`src/rtl/druaga_video_pkg.sv`:
```
// Shared sprite-scan definitions: entry field positions, OBJ_D layout and scan FSM states.
package druaga_video_pkg;
   localparam int SPR_ENTRIES = 64;
   localparam int OBJ_W       = 33;

   localparam int SPR_W0_CODE  = 0;
   localparam int SPR_W0_Y     = 8;
   localparam int SPR_W0_FLIPX = 16;
   localparam int SPR_W0_FLIPY = 17;
   localparam int SPR_W0_SIZEX = 18;
   localparam int SPR_W0_SIZEY = 19;

   localparam int SPR_W1_COLOR = 0;
   localparam int SPR_W1_X     = 8;
   localparam int SPR_W1_X8    = 16;
   localparam int SPR_W1_Y8    = 17;
   localparam int SPR_W1_DIS   = 18;

   // OBJ_D = {code, color, x[8:0], flipx, flipy, sizex, row[4:0]}
   localparam int OBJ_ROW   = 0;
   localparam int OBJ_SIZEX = 5;
   localparam int OBJ_FLIPY = 6;
   localparam int OBJ_FLIPX = 7;
   localparam int OBJ_X     = 8;
   localparam int OBJ_COLOR = 17;
   localparam int OBJ_CODE  = 25;

   typedef enum logic [2:0] {IDLE, RD0, RD1, EVAL, DONE} scan_state_t;
endpackage

```
`src/rtl/druaga_obj_fifo.sv`:
```
// Synchronous FIFO with flush; head is presented combinationally (zero when empty).
// Push when full and pop when empty are ignored; flush overrides both.
module druaga_obj_fifo #(
   parameter int DEPTH = 16,
   parameter int W     = 33
) (
   input  logic                     clk,
   input  logic                     rst_n,
   input  logic                     flush,
   input  logic                     push,
   input  logic [W-1:0]             push_dat,
   input  logic                     pop,
   output logic [W-1:0]             head_dat,
   output logic                     empty,
   output logic                     full,
   output logic [$clog2(DEPTH):0]   count
);
   localparam int AW = $clog2(DEPTH);

   logic [W-1:0]  mem_q [DEPTH];
   logic [AW-1:0] wr_q, wr_d, rd_q, rd_d;
   logic [AW:0]   cnt_q, cnt_d;
   logic          do_push, do_pop;

   assign empty    = (cnt_q == '0);
   assign full     = (cnt_q == (AW+1)'(DEPTH));
   assign count    = cnt_q;
   assign head_dat = empty ? '0 : mem_q[rd_q];

   always_comb begin
      do_push = push & ~full & ~flush;
      do_pop  = pop & ~empty & ~flush;
      wr_d    = wr_q + AW'(do_push);
      rd_d    = rd_q + AW'(do_pop);
      cnt_d   = cnt_q + (AW+1)'(do_push) - (AW+1)'(do_pop);
      if (flush) begin
         wr_d  = '0;
         rd_d  = '0;
         cnt_d = '0;
      end
   end

   always_ff @(posedge clk or negedge rst_n) begin
      if (!rst_n) begin
         wr_q  <= '0;
         rd_q  <= '0;
         cnt_q <= '0;
      end else begin
         wr_q  <= wr_d;
         rd_q  <= rd_d;
         cnt_q <= cnt_d;
      end
   end

   always_ff @(posedge clk) begin
      if (do_push) mem_q[wr_q] <= push_dat;
   end
endmodule

```
`src/rtl/druaga_sprite_scanner.sv`:
```
// Per-line sprite RAM walker: 64 entries at 2 clk each, SCAN_DONE 130 clk after START; hits queue in a FIFO.
// A hit with the FIFO full is dropped and sets OVF. DRUAGA_SPR_SCAN_REV_EN scans entries 63 down to 0.
module druaga_sprite_scanner
   import druaga_video_pkg::*;
#(
   parameter int MAX_SPR = 16,
   parameter int LAT     = 1
) (
   input  logic              VCLKx4,
   input  logic              RESET_N,
   input  logic              START,
   input  logic [8:0]        LINE,
   output logic [6:0]        SPRA_A,
   input  logic [23:0]       SPRA_D,
   output logic              OBJ_VALID,
   input  logic              OBJ_READY,
   output logic [OBJ_W-1:0]  OBJ_D,
   output logic              SCAN_BUSY,
   output logic              SCAN_DONE,
   output logic              OVF
);
`ifdef DRUAGA_SPR_SCAN_REV_EN
   localparam logic [5:0] FIRST_N = 6'(SPR_ENTRIES - 1);
   localparam logic [5:0] LAST_N  = 6'd0;
   localparam logic [5:0] N_STEP  = 6'h3F;
`else
   localparam logic [5:0] FIRST_N = 6'd0;
   localparam logic [5:0] LAST_N  = 6'(SPR_ENTRIES - 1);
   localparam logic [5:0] N_STEP  = 6'd1;
`endif
   // The word0/word1 pipeline assumes single-cycle RAM; any other latency never starts a scan.
   localparam logic LAT_OK = (LAT == 1);

   scan_state_t state_q, state_d;
   logic [5:0]  n_q, n_d, n_nxt;
   logic [8:0]  line_q, line_d;
   logic [19:0] word0_q, word0_d;
   logic        ovf_q, ovf_d;
   logic [8:0]  ydiff;
   logic        hit, push, flush;
   logic [OBJ_W-1:0] obj;
   logic        fifo_empty, fifo_full;
   logic [$clog2(MAX_SPR):0] unused_fifo_cnt;
   logic        unused_spra_d;

   assign unused_spra_d = ^SPRA_D[23:20];

   always_comb begin
      state_d = state_q;
      n_d     = n_q;
      line_d  = line_q;
      word0_d = word0_q;
      ovf_d   = ovf_q;
      push    = 1'b0;
      flush   = 1'b0;
      SPRA_A  = '0;
      n_nxt   = n_q + N_STEP;

      // word1 is on SPRA_D during EVAL; word0 was captured in RD1
      ydiff = line_q - {SPRA_D[SPR_W1_Y8], word0_q[SPR_W0_Y +: 8]};
      hit   = ~SPRA_D[SPR_W1_DIS] & (ydiff < (word0_q[SPR_W0_SIZEY] ? 9'd32 : 9'd16));

      obj = '0;
      obj[OBJ_ROW +: 5]   = ydiff[4:0];
      obj[OBJ_SIZEX]      = word0_q[SPR_W0_SIZEX];
      obj[OBJ_FLIPY]      = word0_q[SPR_W0_FLIPY];
      obj[OBJ_FLIPX]      = word0_q[SPR_W0_FLIPX];
      obj[OBJ_X +: 9]     = {SPRA_D[SPR_W1_X8], SPRA_D[SPR_W1_X +: 8]};
      obj[OBJ_COLOR +: 8] = SPRA_D[SPR_W1_COLOR +: 8];
      obj[OBJ_CODE +: 8]  = word0_q[SPR_W0_CODE +: 8];

      case (state_q)
         RD0: begin
            SPRA_A  = {n_q, 1'b0};
            state_d = RD1;
         end
         RD1: begin
            SPRA_A  = {n_q, 1'b1};
            word0_d = SPRA_D[19:0];
            state_d = EVAL;
         end
         EVAL: begin
            SPRA_A = {n_nxt, 1'b0};
            if (hit) begin
               if (fifo_full) ovf_d = 1'b1;
               else           push  = 1'b1;
            end
            if (n_q == LAST_N) begin
               state_d = DONE;
            end else begin
               n_d     = n_nxt;
               state_d = RD1;
            end
         end
         DONE:    state_d = IDLE;
         default: state_d = IDLE;
      endcase

      // START from any state restarts; the flush also swallows a same-cycle pop
      if (START && LAT_OK) begin
         flush   = 1'b1;
         push    = 1'b0;
         ovf_d   = 1'b0;
         n_d     = FIRST_N;
         line_d  = LINE;
         state_d = RD0;
      end
   end

   always_ff @(posedge VCLKx4 or negedge RESET_N) begin
      if (!RESET_N) begin
         state_q <= IDLE;
         n_q     <= '0;
         line_q  <= '0;
         word0_q <= '0;
         ovf_q   <= 1'b0;
      end else begin
         state_q <= state_d;
         n_q     <= n_d;
         line_q  <= line_d;
         word0_q <= word0_d;
         ovf_q   <= ovf_d;
      end
   end

   assign SCAN_BUSY = (state_q == RD0) || (state_q == RD1) || (state_q == EVAL);
   assign SCAN_DONE = (state_q == DONE);
   assign OVF       = ovf_q;
   assign OBJ_VALID = ~fifo_empty;

   druaga_obj_fifo #(
      .DEPTH (MAX_SPR),
      .W     (OBJ_W)
   ) u_fifo (
      .clk      (VCLKx4),
      .rst_n    (RESET_N),
      .flush    (flush),
      .push     (push),
      .push_dat (obj),
      .pop      (OBJ_READY),
      .head_dat (OBJ_D),
      .empty    (fifo_empty),
      .full     (fifo_full),
      .count    (unused_fifo_cnt)
   );
endmodule
```
`config.mk`:
```
export PLATFORM = sky130hd
export DESIGN_NAME = druaga_sprite_scanner
export DESIGN_NICKNAME = d
export VERILOG_FILES = /design/src/rtl/druaga_video_pkg.sv /design/src/rtl/druaga_obj_fifo.sv /design/src/rtl/druaga_sprite_scanner.sv
export SDC_FILE = /design/constraint.sdc
export NUM_CORES = 1
export LEC_CHECK = 0
export CORE_UTILIZATION = 30
export CTS_CLUSTER_SIZE = 14
export DETAILED_ROUTE_END_ITERATION = 7
export HOLD_SLACK_MARGIN = 0.06
export SLEW_MARGIN = 20
export SYNTH_ARGS = -nofsm -noshare
export SYNTH_HDL_FRONTEND = slang
export SYNTH_SLANG_ARGS = --single-unit
```
`constraint.sdc`:
```
create_clock -name VCLKx4 -period 8 [get_ports VCLKx4]
set_input_delay 0.8 -clock VCLKx4 [delete_from_list [all_inputs] [get_ports VCLKx4]]
set_output_delay 0.8 -clock VCLKx4 [all_outputs]
set_load 0.02 [all_outputs]
```
==> results of run 1 <==
[power by group through the flow]
stage          sequential [uW]  combinational, uW  clock [uW]
6_report                  3570               1160        2500
5_1_grt                   3580               1260        2670
4_1_cts                   3570               1190        2560
3_5_place_dp              3630               1190           0
3_3_place_gp              3620               1160           0
2_1_floorplan             3570                794           0
[stage by stage]
stage / hold WS (ns) / total power (uW) / worst slack (ns)
finish: 0.353 / 7230 / 3.04
global route: 0.426 / 7510 / 2.78
CTS: 0.388 / 7320 / 2.90
detailed placement: 0.518 / 4820 / 3.54
global placement: 0.507 / 4790 / 3.54
floorplan: 0.462 / 4360 / 2.04
[registers in the layout (all words and copies together), names as in the netlist]
name	flops
u_fifo.rd_q	4
line_q	9
n_q	6
word0_q	20
u_fifo.wr_q	4
state_q	3
u_fifo.mem_q	528
u_fifo.count	5
OVF	1
[cell families after synthesis]
family / after synthesis
adder cells (fa/ha/maj): 22
XOR/XNOR: 17
AO/OA/AOI/OAI: 48
buffers and inverters: 86
flip-flops: 580
multiplexers: 187
AND/OR/NAND/NOR: 168
[cells in the final DEF (no fill, tap or decap), types with 3 or more instances in the layout]
master             n
edfxtp_1         528
mux4_2           165
clkdlybuf4s50_1   75
clkbuf_16         56
dfrtp_1           48
and2_1            34
nor2_1            32
nand2_1           31
buf_4             29
inv_1             25
clkbuf_1          22
ha_1              20
nor4_2            16
nand3_1           15
mux2_1            15
nor2b_1           11
o21ai_1           10
a21oi_1            9
xnor2_1            8
clkinv_1           8
nand2b_1           6
o21ai_0            6
xor2_1             6
mux2_2             6
a21o_1             4
a211oi_1           4
clkinv_2           4
a32oi_1            3
nand3b_1           3
nor3b_1            3
nand4_1            3
and3_1             3
clkinvlp_4         3
bufinv_16          3
[routing by layer]
metal	track usage [%]	vias to the layer above	share of wire [%]
met1	19.3	5891	47
met3	2.04	56	4.6
met2	20.9	249	47
li1	-	4734	-
met4	2.89	0	1.3
met5	0	-	0
[worst paths after layout]
kind | startpoint | to | slack, ns | depth (start not counted)
setup / recovery | u_fifo.rd_q[0] | OBJ_D[25] | 3.04 | 5
hold / removal | RESET_N | line_q[4] | 0.35 | 2
setup reg to reg | line_q[4] | u_fifo.count[4] | 3.66 | 18
hold reg to reg | line_q[2] | line_q[2] | 0.54 | 1
max in group asynchronous | RESET_N | u_fifo.rd_q[1] | 7.03 | 2
min in group VCLKx4 | line_q[2] | line_q[2] | 0.54 | 1
[area by class of cell]
cell class | count | area [sq um] | area share (%)
Antenna cell | 1 | 2.50 | 0.00927
Clock buffer | 80 | 1510 | 5.60
Clock inverter | 21 | 196 | 0.728
Inverter | 25 | 93.8 | 0.348
Multi-Input combinational cell | 442 | 5730 | 21.2
Sequential cell | 580 | 17200 | 63.6
Tap cell | 1030 | 1290 | 4.78
Timing Repair Buffer | 106 | 993 | 3.68
==> results.toml, run 1 <==
[status]
outcome = "finished, final reports clean"

[drt]
vias = 10900
drtIter0Drc = 946
routed_via_density = 4.78
routedWlPerCell_um = 22.4
drc = 0
drt_first_pass_iters = 4
antenna_left = 0
wirelength_mm = 51.2

[synthesis]
synth_seq_cells = 580
synth_fa_ha_area_share_pct = 1.25
syn_area_sq_um = 23200
synth-warning-count = 0
synth.most_common_cell = "edfxtp_1"
synth_edf_count = 528
synth_top_family_by_area = "multiplexers"
synthDistinctLibCells = 49
ys_seq_area_share_pct = 74.1
ys.flop_type = "edfxtp_1"
synth-xor-area-share_pct = 0.643
synth_compound_area_share_pct = 1.36
async_flop_share_pct = 8.97
synth_area_leader_cell = "edfxtp_1"
yosys.area_share.simple_pct = 3.84
synth_mux_area_share_pct = 17.1
avgSynthCellArea_sq_um = 20.9
synth_top_area_share_pct = 68.5
ys_top_cells_by_count = "edfxtp_1 (528), mux4_2 (165), dfrtp_1 (52)"
synth_area_leaders = "edfxtp_1 (68%), mux4_2 (16%), dfrtp_1 (5.6%), ha_1 (1.1%), and2_1 (0.92%)"
netlist_instances = 1108
syn_nets = 1167

[worst_setup_path]
criticalPathCategory = "register to output port"
path_buf_inv = 2
slowest_stage = "dfrtp_4"
crit_required_ns = 7.20
path_cells = "buf_12 -> mux4_2 -> mux4_2 -> and2_1 -> clkdlybuf4s50_1"
start_kind = "register"
max_stage_delay_ns = 0.83
cp-end-kind = "output port"
cpMostUsedCell = "mux4_2"
arrival_ns = 4.16
cp_top_family = "buffers and inverters"
critPathMaxFanout = 104

[final_layout]
area_delta_synth_final_pct = 16.5
drive_gt1_share_pct = 23.8
finalNetCount = 1270
final_cells = 2285
final_util_pct = 35.4
fill_cells = 7037
design_area_sq_um = 27000

[floorplanning]
rows = 101
die_h_um = 280
die_area_sq_um = 78300
start_util_pct = 30.4
die_w_um = 280
ios = 81
core_sq_um = 76200

[clock_network]
clk_pin_slew_worst_paths_ns = 0.06
cts_hold_buf = 0
h-tree-depth = 2
clock_sinks = 580
cts_tree = "yes"
post_cts_buffers = 0
clk_latency_ns = 0.61
cts-resized-gates = 0
cts_made_buffers = 56
cts_root_buf = "clkbuf_16"
clockBufferDepth = 3

[pwr]
seq_power_share_pct = 49.3
clkPwrFrac_pct = 34.6
power.internal_uw = 5410
power.leakage_uw = 0.00833
combPwrFrac_pct = 16.1
ir_worst_vdd_v = 0.000160
power.density_nw_per_um2 = 268
switching_share_pct = 25.1
p_switching_uw = 1820

[global_route]
grt_pass1_wl_mm = 76.2
grt_pass1_vias = 11800
grt_max_degree = 105
gr-total-overflow = 0
grt_usage_pct = 13.2
antenna_found_initial = 1

[job]
cap_viol_max_count = 0

[timing]
fin_crit_ns = 4.96
rsz0062_at_grt = "no"
slew_violations = 0
max_freq_mhz = 202
min_period_over_period_pct = 62.0
slew_headroom_pct = 24.7
tightest_slew_ns = 1.13
clock_skew_ns = 0.0237
finalHoldViolCount = 0
setup_viol = 0
fin_setup_tns_ns = 0

[placement]
place_congestion = 0.767
port_buffers = 76
dp.cells = 2183
postPlaceCellArea_sq_um = 25300
dpl.hpwl_mm = 26.3

[hold_path]
hold_path.class = "input pin to asynchronous set/reset pin"
Power figures use the tool's default switching activity.
==> inputs of run 2 (changes only) <==
==> constraint.sdc (replaced) <==
create_clock -name VCLKx4 -period 4.65 [get_ports VCLKx4]
set_input_delay 0.465 -clock VCLKx4 [delete_from_list [all_inputs] [get_ports VCLKx4]]
set_output_delay 0.465 -clock VCLKx4 [all_outputs]
set_load 0.02 [all_outputs]
==> run 2 against run 1 <==
Net effect:
- first-iteration DRC count decreased by 14%
- power increased by 73%
- hold slack improved by 0.069 ns
- critical path depth unchanged
- sequential share of layout area decreased by 0.66 points
- clock skew decreased by 0.0079 ns
- core utilization increased by 0.37 points
- final area increased by 1.0%
- largest cell class unchanged
- largest power group unchanged
==> results.toml, run 2 (synthesis gave the netlist of run 1 again) <==
[timing]
slew_headroom_pct = 43.4
rsz0062_at_grt = "no"
min_period_over_period_pct = 88.4
clock_skew_ns = 0.0159
finalHoldViolCount = 0
setup_viol = 0
slew_violations = 0
tightest_slew_ns = 0.845
whs_ns = 0.422
fin_crit_ns = 4.11
max_freq_mhz = 243

[global_route]
grt_pass1_wl_mm = 76.2
antenna_found_initial = 2
grt_max_degree = 64
grt_usage_pct = 13.3
gr-total-overflow = 0
grt_pass1_vias = 11500

[worst_setup_path]
start_kind = "register"
crit_required_ns = 4.18
criticalPathCategory = "register to output port"
cp-end-kind = "output port"
critPathMaxFanout = 38
arrival_ns = 3.64

[placement]
place_congestion = 0.786
port_buffers = 76
dp.cells = 2186
dpl.hpwl_mm = 26.5

[clock_network]
clk_latency_ns = 0.62
clockBufferDepth = 3
h-tree-depth = 2
cts_tree = "yes"
post_cts_buffers = 0
cts_root_buf = "clkbuf_16"
cts_made_buffers = 54
clk_pin_slew_worst_paths_ns = 0.07
clock_sinks = 580

[floorplanning]
rows = 101
start_util_pct = 30.4
die_h_um = 280
die_area_sq_um = 78300
core_sq_um = 76200
die_w_um = 280
ios = 81

[final_layout]
drive_gt1_share_pct = 24.3
largest_register = "u_fifo.mem_q"
largest_reg_flops = 528
antennaDiodeCount = 0
area_delta_synth_final_pct = 17.7
fill_cells = 6982
final_cell_mix = "edfxtp_1 (528), mux4_2 (165), clkdlybuf4s50_1 (75), clkbuf_16 (54), dfrtp_1 (48)"
multi_input_comb_area_sq_um = 5730
seq_area_sq_um = 17200
final_common_cell = "edfxtp_1"
finalNetCount = 1272
final_cells = 2287
reg_top3 = "u_fifo.mem_q (528), word0_q (20), line_q (9)"
final_util_pct = 35.8

[pwr]
power.leakage_uw = 0.00842
ir_worst_vdd_v = 0.000299
fin_total_pwr_uw = 12500
power.density_nw_per_um2 = 459

[drt]
wirelength_mm = 51.1
routed_via_density = 4.80
drt_first_pass_iters = 5
vias = 11000
drtIter0Drc = 818
routedWlPerCell_um = 22.4
drc = 0
antenna_left = 0

[status]
outcome = "finished, final reports clean"

[job]
cap_viol_max_count = 0

[hold_path]
hold_path.class = "input pin to register"
run 2: cell count changes in the layout (fill, tap and decap cells not counted), moves of 2 or more:
cell        before  now
buf_12           1   20
buf_4           29   13
clkbuf_1        22   12
clkinv_1         8   14
clkinv_2         4    9
clkinvlp_4       3    0
clkbuf_16       56   54
run 2: timing repair:
action	CTS	global route
gates resized for setup	0	0
hold endpoints to repair	52	0
hold buffers	1	0
run 2: final timing paths:
| path | slack (ns) | cells after the start | startpoint | to |
|---|---|---|---|---|
| worst max-delay path | 0.54 | 5 | u_fifo.rd_q[0] | OBJ_D[4] |
| worst min-delay path | 0.42 | 3 | SPRA_D[19] | word0_q[19] |
| worst max register to register | 0.73 | 18 | line_q[4] | u_fifo.count[4] |
| worst min register to register | 0.49 | 1 | word0_q[8] | word0_q[8] |
| max in group asynchronous | 3.46 | 3 | RESET_N | u_fifo.rd_q[0] |
| min in group asynchronous | 0.58 | 3 | RESET_N | line_q[8] |
run 2: per-stage QoR:
stage	TNS, ns	setup WS, ns	instance area, sq um
2_1_floorplan	-643.17	-1.31	23200
3_3_place_gp	0	0.852	25500
3_5_place_dp	0	0.819	25500
4_1_cts	0	0.443	27300
5_1_grt	0	0.380	27300
6_report	0	0.540	27300
run 2: power by group:
part	leakage (uW)	internal (uW)	switching [uW]	total [uW]
Clock	0.000845	2420	1910	4320
Sequential	0.00540	5960	160	6120
Combinational	0.00218	960	1110	2070
run 2: layout make-up:
class	instances	area share [%]
clock buffers	69	5.27
clock inverters	31	1.05
inverters	25	0.344
multi-input cells	442	21.0
flip-flops and latches	580	63.0
well taps	1030	4.73
repair buffers	110	4.63
run 2: critical path, cell delays in order (launching register included):
cell             delay (ns)
dfrtp_4                0.77
buf_12                 0.37
mux4_2                 0.55
mux4_2                 0.48
and2_1                 0.25
clkdlybuf4s50_1        0.58
run 2: layer usage:
layer  routed length [um]  track usage (%)  vias to the layer above
met3                 2880             2.50                       39
met2                24400             21.1                      307
met1                23300             19.1                     5879
met4                  537             2.35                        0
met5                    0                0                        -
li1                     -                -                     4744
